## config.mk

```make
export PLATFORM = sky130hd
export DESIGN_NAME = pipe_hazard_ctrl
export DESIGN_NICKNAME = d
export VERILOG_FILES = /design/src/rtl/core_pkg.sv /design/src/rtl/hazard_detect.sv /design/src/rtl/pipe_hazard_ctrl.sv
export SDC_FILE = /design/constraint.sdc
export NUM_CORES = 1
export LEC_CHECK = 0
export ABC_AREA = 1
export ABC_CLOCK_PERIOD_IN_PS = 1900
export BUFFER_PORTS_ARGS = -buffer_cell sky130_fd_sc_hd__clkbuf_2
export CAP_MARGIN = 20
export CORE_MARGIN = 4
export CORE_UTILIZATION = 43
export CTS_CLUSTER_DIAMETER = 60
export CTS_CLUSTER_SIZE = 20
export DETAILED_ROUTE_END_ITERATION = 8
export PLACE_DENSITY = 0.78
export SYNTH_ARGS = -nofsm -noshare
export SYNTH_HDL_FRONTEND = slang
export SYNTH_SLANG_ARGS = --single-unit
```

## constraint.sdc

```tcl
create_clock -name clk_in -period 1.9 [get_ports clk_in]
set_input_delay 0.285 -clock clk_in [delete_from_list [all_inputs] [get_ports clk_in]]
set_output_delay 0.285 -clock clk_in [all_outputs]
set_load 0.02 [all_outputs]
```

## src/rtl/core_pkg.sv

```systemverilog
// Shared core definitions: hazard FSM states, next-PC select codes and the
// pipeline-register bubble used by fetch and the pipeline registers.
package core_pkg;

  localparam int REG_W = 5;

  typedef enum logic [1:0] {
    ST_RUN      = 2'b00,
    ST_MEM_WAIT = 2'b01,
    ST_TRAP     = 2'b10,
    ST_MRET     = 2'b11
  } state_t;

  typedef enum logic [1:0] {
    PC_PLUS4  = 2'b00,
    PC_IADDER = 2'b01,
    PC_TRAP   = 2'b10,
    PC_MEPC   = 2'b11
  } pc_src_t;

  typedef struct packed {
    logic       rf_wr_en;
    logic [2:0] wb_mux_sel;
    logic       mem_wr;
    logic       csr_wr;
    logic       branch;
    logic       jump;
  } ctrl_t;

  // A bubble is an instruction whose control fields are all zero.
  localparam ctrl_t BUBBLE = '0;

endpackage

```

## src/rtl/hazard_detect.sv

```systemverilog
// Load-use comparator: flags an ID-stage read of the register an EX-stage
// load is about to write.
module hazard_detect
  import core_pkg::*;
(
  input  logic [REG_W-1:0] rs1_addr,
  input  logic [REG_W-1:0] rs2_addr,
  input  logic             rs1_used,
  input  logic             rs2_used,
  input  logic [REG_W-1:0] rd_addr,
  input  logic             load,
  output logic             hazard
);

  logic rs1_hit, rs2_hit;

  assign rs1_hit = rs1_used && (rs1_addr == rd_addr);
  assign rs2_hit = rs2_used && (rs2_addr == rd_addr);
  // x0 never carries a real dependency.
  assign hazard  = load && (rd_addr != '0) && (rs1_hit || rs2_hit);

endmodule

```

## src/rtl/pipe_hazard_ctrl.sv

```systemverilog
// Pipeline hazard controller: stall/flush/next-PC steering for load-use,
// branches, data-memory waits, traps and trap return.
module pipe_hazard_ctrl
  import core_pkg::*;
#(
  parameter int WAIT_TIMEOUT = 16
) (
  input  logic             clk_in,
  input  logic             reset_in,
  input  logic [REG_W-1:0] rs1_addr_id_in,
  input  logic [REG_W-1:0] rs2_addr_id_in,
  input  logic             rs1_used_id_in,
  input  logic             rs2_used_id_in,
  input  logic [REG_W-1:0] rd_addr_ex_in,
  input  logic             load_ex_in,
  input  logic             branch_taken_in,
  input  logic             dmem_req_in,
  input  logic             dmem_ack_in,
  input  logic             trap_req_in,
  input  logic             mret_in,
  output logic             stall_pc_out,
  output logic             stall_ifid_out,
  output logic             stall_idex_out,
  output logic             flush_ifid_out,
  output logic             flush_idex_out,
  output logic [1:0]       pc_src_out,
  output logic             bus_err_out,
  output logic [1:0]       state_out
);

  localparam logic [4:0] WAIT_LAST = 5'(WAIT_TIMEOUT - 1);

  state_t     state_q, state_d;
  logic [4:0] wait_cnt_q, wait_cnt_d;
  logic       load_use;

  hazard_detect u_hazard_detect (
    .rs1_addr (rs1_addr_id_in),
    .rs2_addr (rs2_addr_id_in),
    .rs1_used (rs1_used_id_in),
    .rs2_used (rs2_used_id_in),
    .rd_addr  (rd_addr_ex_in),
    .load     (load_ex_in),
    .hazard   (load_use)
  );

  always_ff @(posedge clk_in) begin
    if (!reset_in) begin
      state_q    <= ST_RUN;
      wait_cnt_q <= '0;
    end else begin
      state_q    <= state_d;
      wait_cnt_q <= wait_cnt_d;
    end
  end

  always_comb begin
    state_d        = state_q;
    wait_cnt_d     = '0;
    stall_pc_out   = 1'b0;
    stall_ifid_out = 1'b0;
    stall_idex_out = 1'b0;
    flush_ifid_out = 1'b0;
    flush_idex_out = 1'b0;
    pc_src_out     = PC_PLUS4;
    bus_err_out    = 1'b0;
    if (!reset_in) begin
      // Reset inserts bubbles so nothing half-fetched survives.
      state_d        = ST_RUN;
      flush_ifid_out = 1'b1;
      flush_idex_out = 1'b1;
    end else begin
      unique case (state_q)
        ST_RUN: begin
          if (trap_req_in) begin
            state_d        = ST_TRAP;
            flush_ifid_out = 1'b1;
            flush_idex_out = 1'b1;
            pc_src_out     = PC_TRAP;
          end else if (mret_in) begin
            state_d        = ST_MRET;
            flush_ifid_out = 1'b1;
            flush_idex_out = 1'b1;
            pc_src_out     = PC_MEPC;
          end else if (dmem_req_in && !dmem_ack_in) begin
            state_d        = ST_MEM_WAIT;
            stall_pc_out   = 1'b1;
            stall_ifid_out = 1'b1;
            stall_idex_out = 1'b1;
          end else if (branch_taken_in) begin
            flush_ifid_out = 1'b1;
            flush_idex_out = 1'b1;
            pc_src_out     = PC_IADDER;
          end else if (load_use) begin
            stall_pc_out   = 1'b1;
            stall_ifid_out = 1'b1;
            flush_idex_out = 1'b1;
          end
        end
        ST_MEM_WAIT: begin
          stall_pc_out   = 1'b1;
          stall_ifid_out = 1'b1;
          stall_idex_out = 1'b1;
          // Timeout wins over a late ack; trap requests wait for RUN.
          if (wait_cnt_q == WAIT_LAST) begin
            state_d     = ST_TRAP;
            bus_err_out = 1'b1;
          end else if (dmem_ack_in) begin
            state_d = ST_RUN;
          end else begin
            wait_cnt_d = wait_cnt_q + 5'd1;
          end
        end
        default: begin
          state_d        = ST_RUN;
          flush_ifid_out = 1'b1;
          flush_idex_out = 1'b1;
        end
      endcase
    end
  end

  assign state_out = state_q;

endmodule
```

==> flow_summary.ini <==
[run_status]
status = completed

[synthesis]
yosys_warnings = 0
yosys.area.top_type_share_pct = 23.5
synth_edf_count = 0
synth-main-ff-cell = dfxtp_1
syn_area_um2 = 638
synth_top_cell_by_area = nand2_1
avgSynthCellArea_um2 = 5.41
synth_cell_types = 21
synth.ff_latch_count = 7
yosysSeqAreaShare_pct = 22.0
netlist_instances = 118
syn_nets = 145
synth_area_leaders = nand2_1 (24%), dfxtp_1 (22%), nor2_1 (12%), inv_1 (12%), ha_1 (3.9%)
synthArstFlopShare_pct = 0

[pwr]
peakVddDrop_mv = 0.339
p_leak_nw = 0.515
pwr_density_cell_nw_per_um2 = 508

[placement]
gp_congestion = 0.803
dp_slack_ns = 0.334
placed_cell_area_um2 = 820
hpwl_mm = 1.32
io_buffers = 34

[drt]
via_per_inst = 4.65
drt_iter0_markers = 21
vias = 790
drc_errors = 0
firstDrtPassIters = 4
wl_mm = 1.54
routedWlPerCell_um = 9.06
antenna_left = 0

[floorplanning]
core_um2 = 1350
dieWidth_um = 46.5
die_area_um2 = 2160
initial_utilization_pct = 47.3
ios = 35
fp-row-count = 13
dieHeight_um = 46.5

[cts]
cts_tree = yes
path_clk_slew_ns = 0.05
cts-root-buf = clkbuf_4
cts_resized = 0
insertion_delay_ns = 0.25
cts.htree.levels = 1
clock_path_buffers = 2
cts.sinks = 7
numCtsBuffers = 3
postCtsHoldBufs = 0
cts_setup_buffers = 0

[critical_path]
path_class = reg2out
worst_path_largest_cell_delay_ns = 0.34
crit_chain = ha_2 > nand2_1 > nor2_2 > ha_2 > nand2_1 > nor2_1 > buf_4
startpoint_type = register
crit_path_max_fanout = 3
cp-end-kind = primary output
arrival_ns = 1.45
r2r-end = wait_cnt_q[2]
reg2reg_from = wait_cnt_q[0]
required_ns = 1.62
rr_worst_depth = 7
regToRegSetupSlack_ns = 0.47
crit_slowest_cell = dfxtp_2

[cells_and_area]
nNetsFinal = 183
design_area_um2 = 857
final_layout_size_suffix_gt1_share_pct = 33.5
fillers = 128
multi_input_area_um2 = 400
antenna_cells = 0
syn_to_final_growth_pct = 34.3
register_area_um2 = 141

[run]
maxCapViolCount = 0

[sta]
setup_viol = 0
tightest_slew_ns = 0.256
rsz0062_at_grt = no
max_clock_freq_mhz = 576
finalSetupTns_ns = 0
skew_ns = 0.00677
setup_ws_ns = 0.163
timing.final.crit_share_pct = 91.4
min_period_ns = 1.74
relSlewSlack_pct = 82.9
slew_viol_final = 0
hold_violations = 0

[min_path]
min_from = reset_in
whs_endpoint = state_out[0]
whs_path_depth = 3
hold_class = in2reg

[global_route]
grt_pass1_wl_mm = 2.32
grt_max_degree = 6
grt_pass1_vias = 619
grt_overflow = 0
grt_use_total_pct = 15.0
antenna_found_initial = 0
-- state kept, by name, indices dropped and copies added, names as in the netlist --
signal / flops
wait_cnt_q: 5
state_out: 2
-- cell families after synthesis --
group                      count (synthesis)  share of synthesized area (%)
AOI/OAI and AO/OA                          8                           7.64
buffers and inverters                     27                           16.5
DFF                                        7                           22.0
and+or+nand+nor                           74                           50.0
adders and majority gates                  2                           3.92
-- metal layers --
layer | global-route usage [%] | wire length [um] | vias up
met1 | 18.1 | 640 | 339
met4 | 6.82 | 16 | 0
li1 | - | - | 427
met3 | 2.34 | 90 | 2
met2 | 25.5 | 793 | 22
met5 | 0 | 0 | -
-- power by group --
| group | internal, mW | switching [mW] | total, mW |
|---|---|---|---|
| clock network | 0.0801 | 0.0533 | 0.133 |
| logic | 0.0554 | 0.0896 | 0.145 |
| registers | 0.152 | 0.00499 | 0.157 |
-- stage by stage --
step | power, mW | util, % | instances | hold slack (ns)
5_1_grt | 0.465 | 63.5 | 170 | 0.364
3_5_place_dp | 0.305 | 60.7 | 166 | 0.443
4_1_cts | 0.440 | 62.7 | 170 | 0.327
6_report | 0.435 | 63.5 | 170 | 0.330
2_1_floorplan | 0.247 | - | 118 | 0.418
3_3_place_gp | 0.302 | 60.7 | 166 | 0.432
-- layout by cell type (no fill, tap or decap) --
| cell | n |
|---|---|
| nand2_1 | 40 |
| clkbuf_2 | 33 |
| nor2_1 | 20 |
| inv_1 | 20 |
| inv_2 | 6 |
| dfxtp_1 | 6 |
| nand3_1 | 5 |
| a21oi_1 | 3 |
| clkbuf_4 | 3 |
| nor2_2 | 2 |
| o211ai_1 | 2 |
| ha_2 | 2 |
| nand2_2 | 1 |
| o21ai_1 | 1 |
| nor3_1 | 1 |
| nand4_1 | 1 |
| o21ai_0 | 1 |
| or2_0 | 1 |
| nor4_1 | 1 |
| a21oi_2 | 1 |
| nor3_4 | 1 |
| nor3b_2 | 1 |
| clkbuf_1 | 1 |
| buf_4 | 1 |
| dfxtp_2 | 1 |
-- critical path: cells and delay by family (launching register included) --
kind,cells,cell delay [ns]
DFF,1,0.34
buffers and inverters,1,0.14
adders and majority gates,2,0.39
and+or+nand+nor,4,0.32
-- cell usage after synthesis, types with 2 or more instances --
master and instances:
ha_1 2, nand2_1 40, dfxtp_1 7, o211ai_1 2, inv_2 6, nand3_1 5
nor2_1 21, a21oi_1 3, inv_1 20
-- worst max path at each step --
stage,from,endpoint,slack (ns)
after floorplan,rd_addr_ex_in[1],stall_pc_out,0.38
after global placement,rd_addr_ex_in[1],stall_ifid_out,0.35
after detailed placement,rd_addr_ex_in[1],stall_ifid_out,0.33
after CTS,wait_cnt_q[0],bus_err_out,0.05
after global routing,wait_cnt_q[0],bus_err_out,0.02
final,wait_cnt_q[0],bus_err_out,0.16
-- layout make-up --
| type | count | share of cell area [%] |
|---|---|---|
| Sequential cell | 7 | 16.5 |
| Timing Repair Buffer | 34 | 20.1 |
| Inverter | 26 | 11.4 |
| Multi-Input combinational cell | 84 | 46.7 |
| Clock buffer | 4 | 3.07 |
| Tap cell | 15 | 2.19 |
Note: power is estimated with default switching activity, not from simulation.
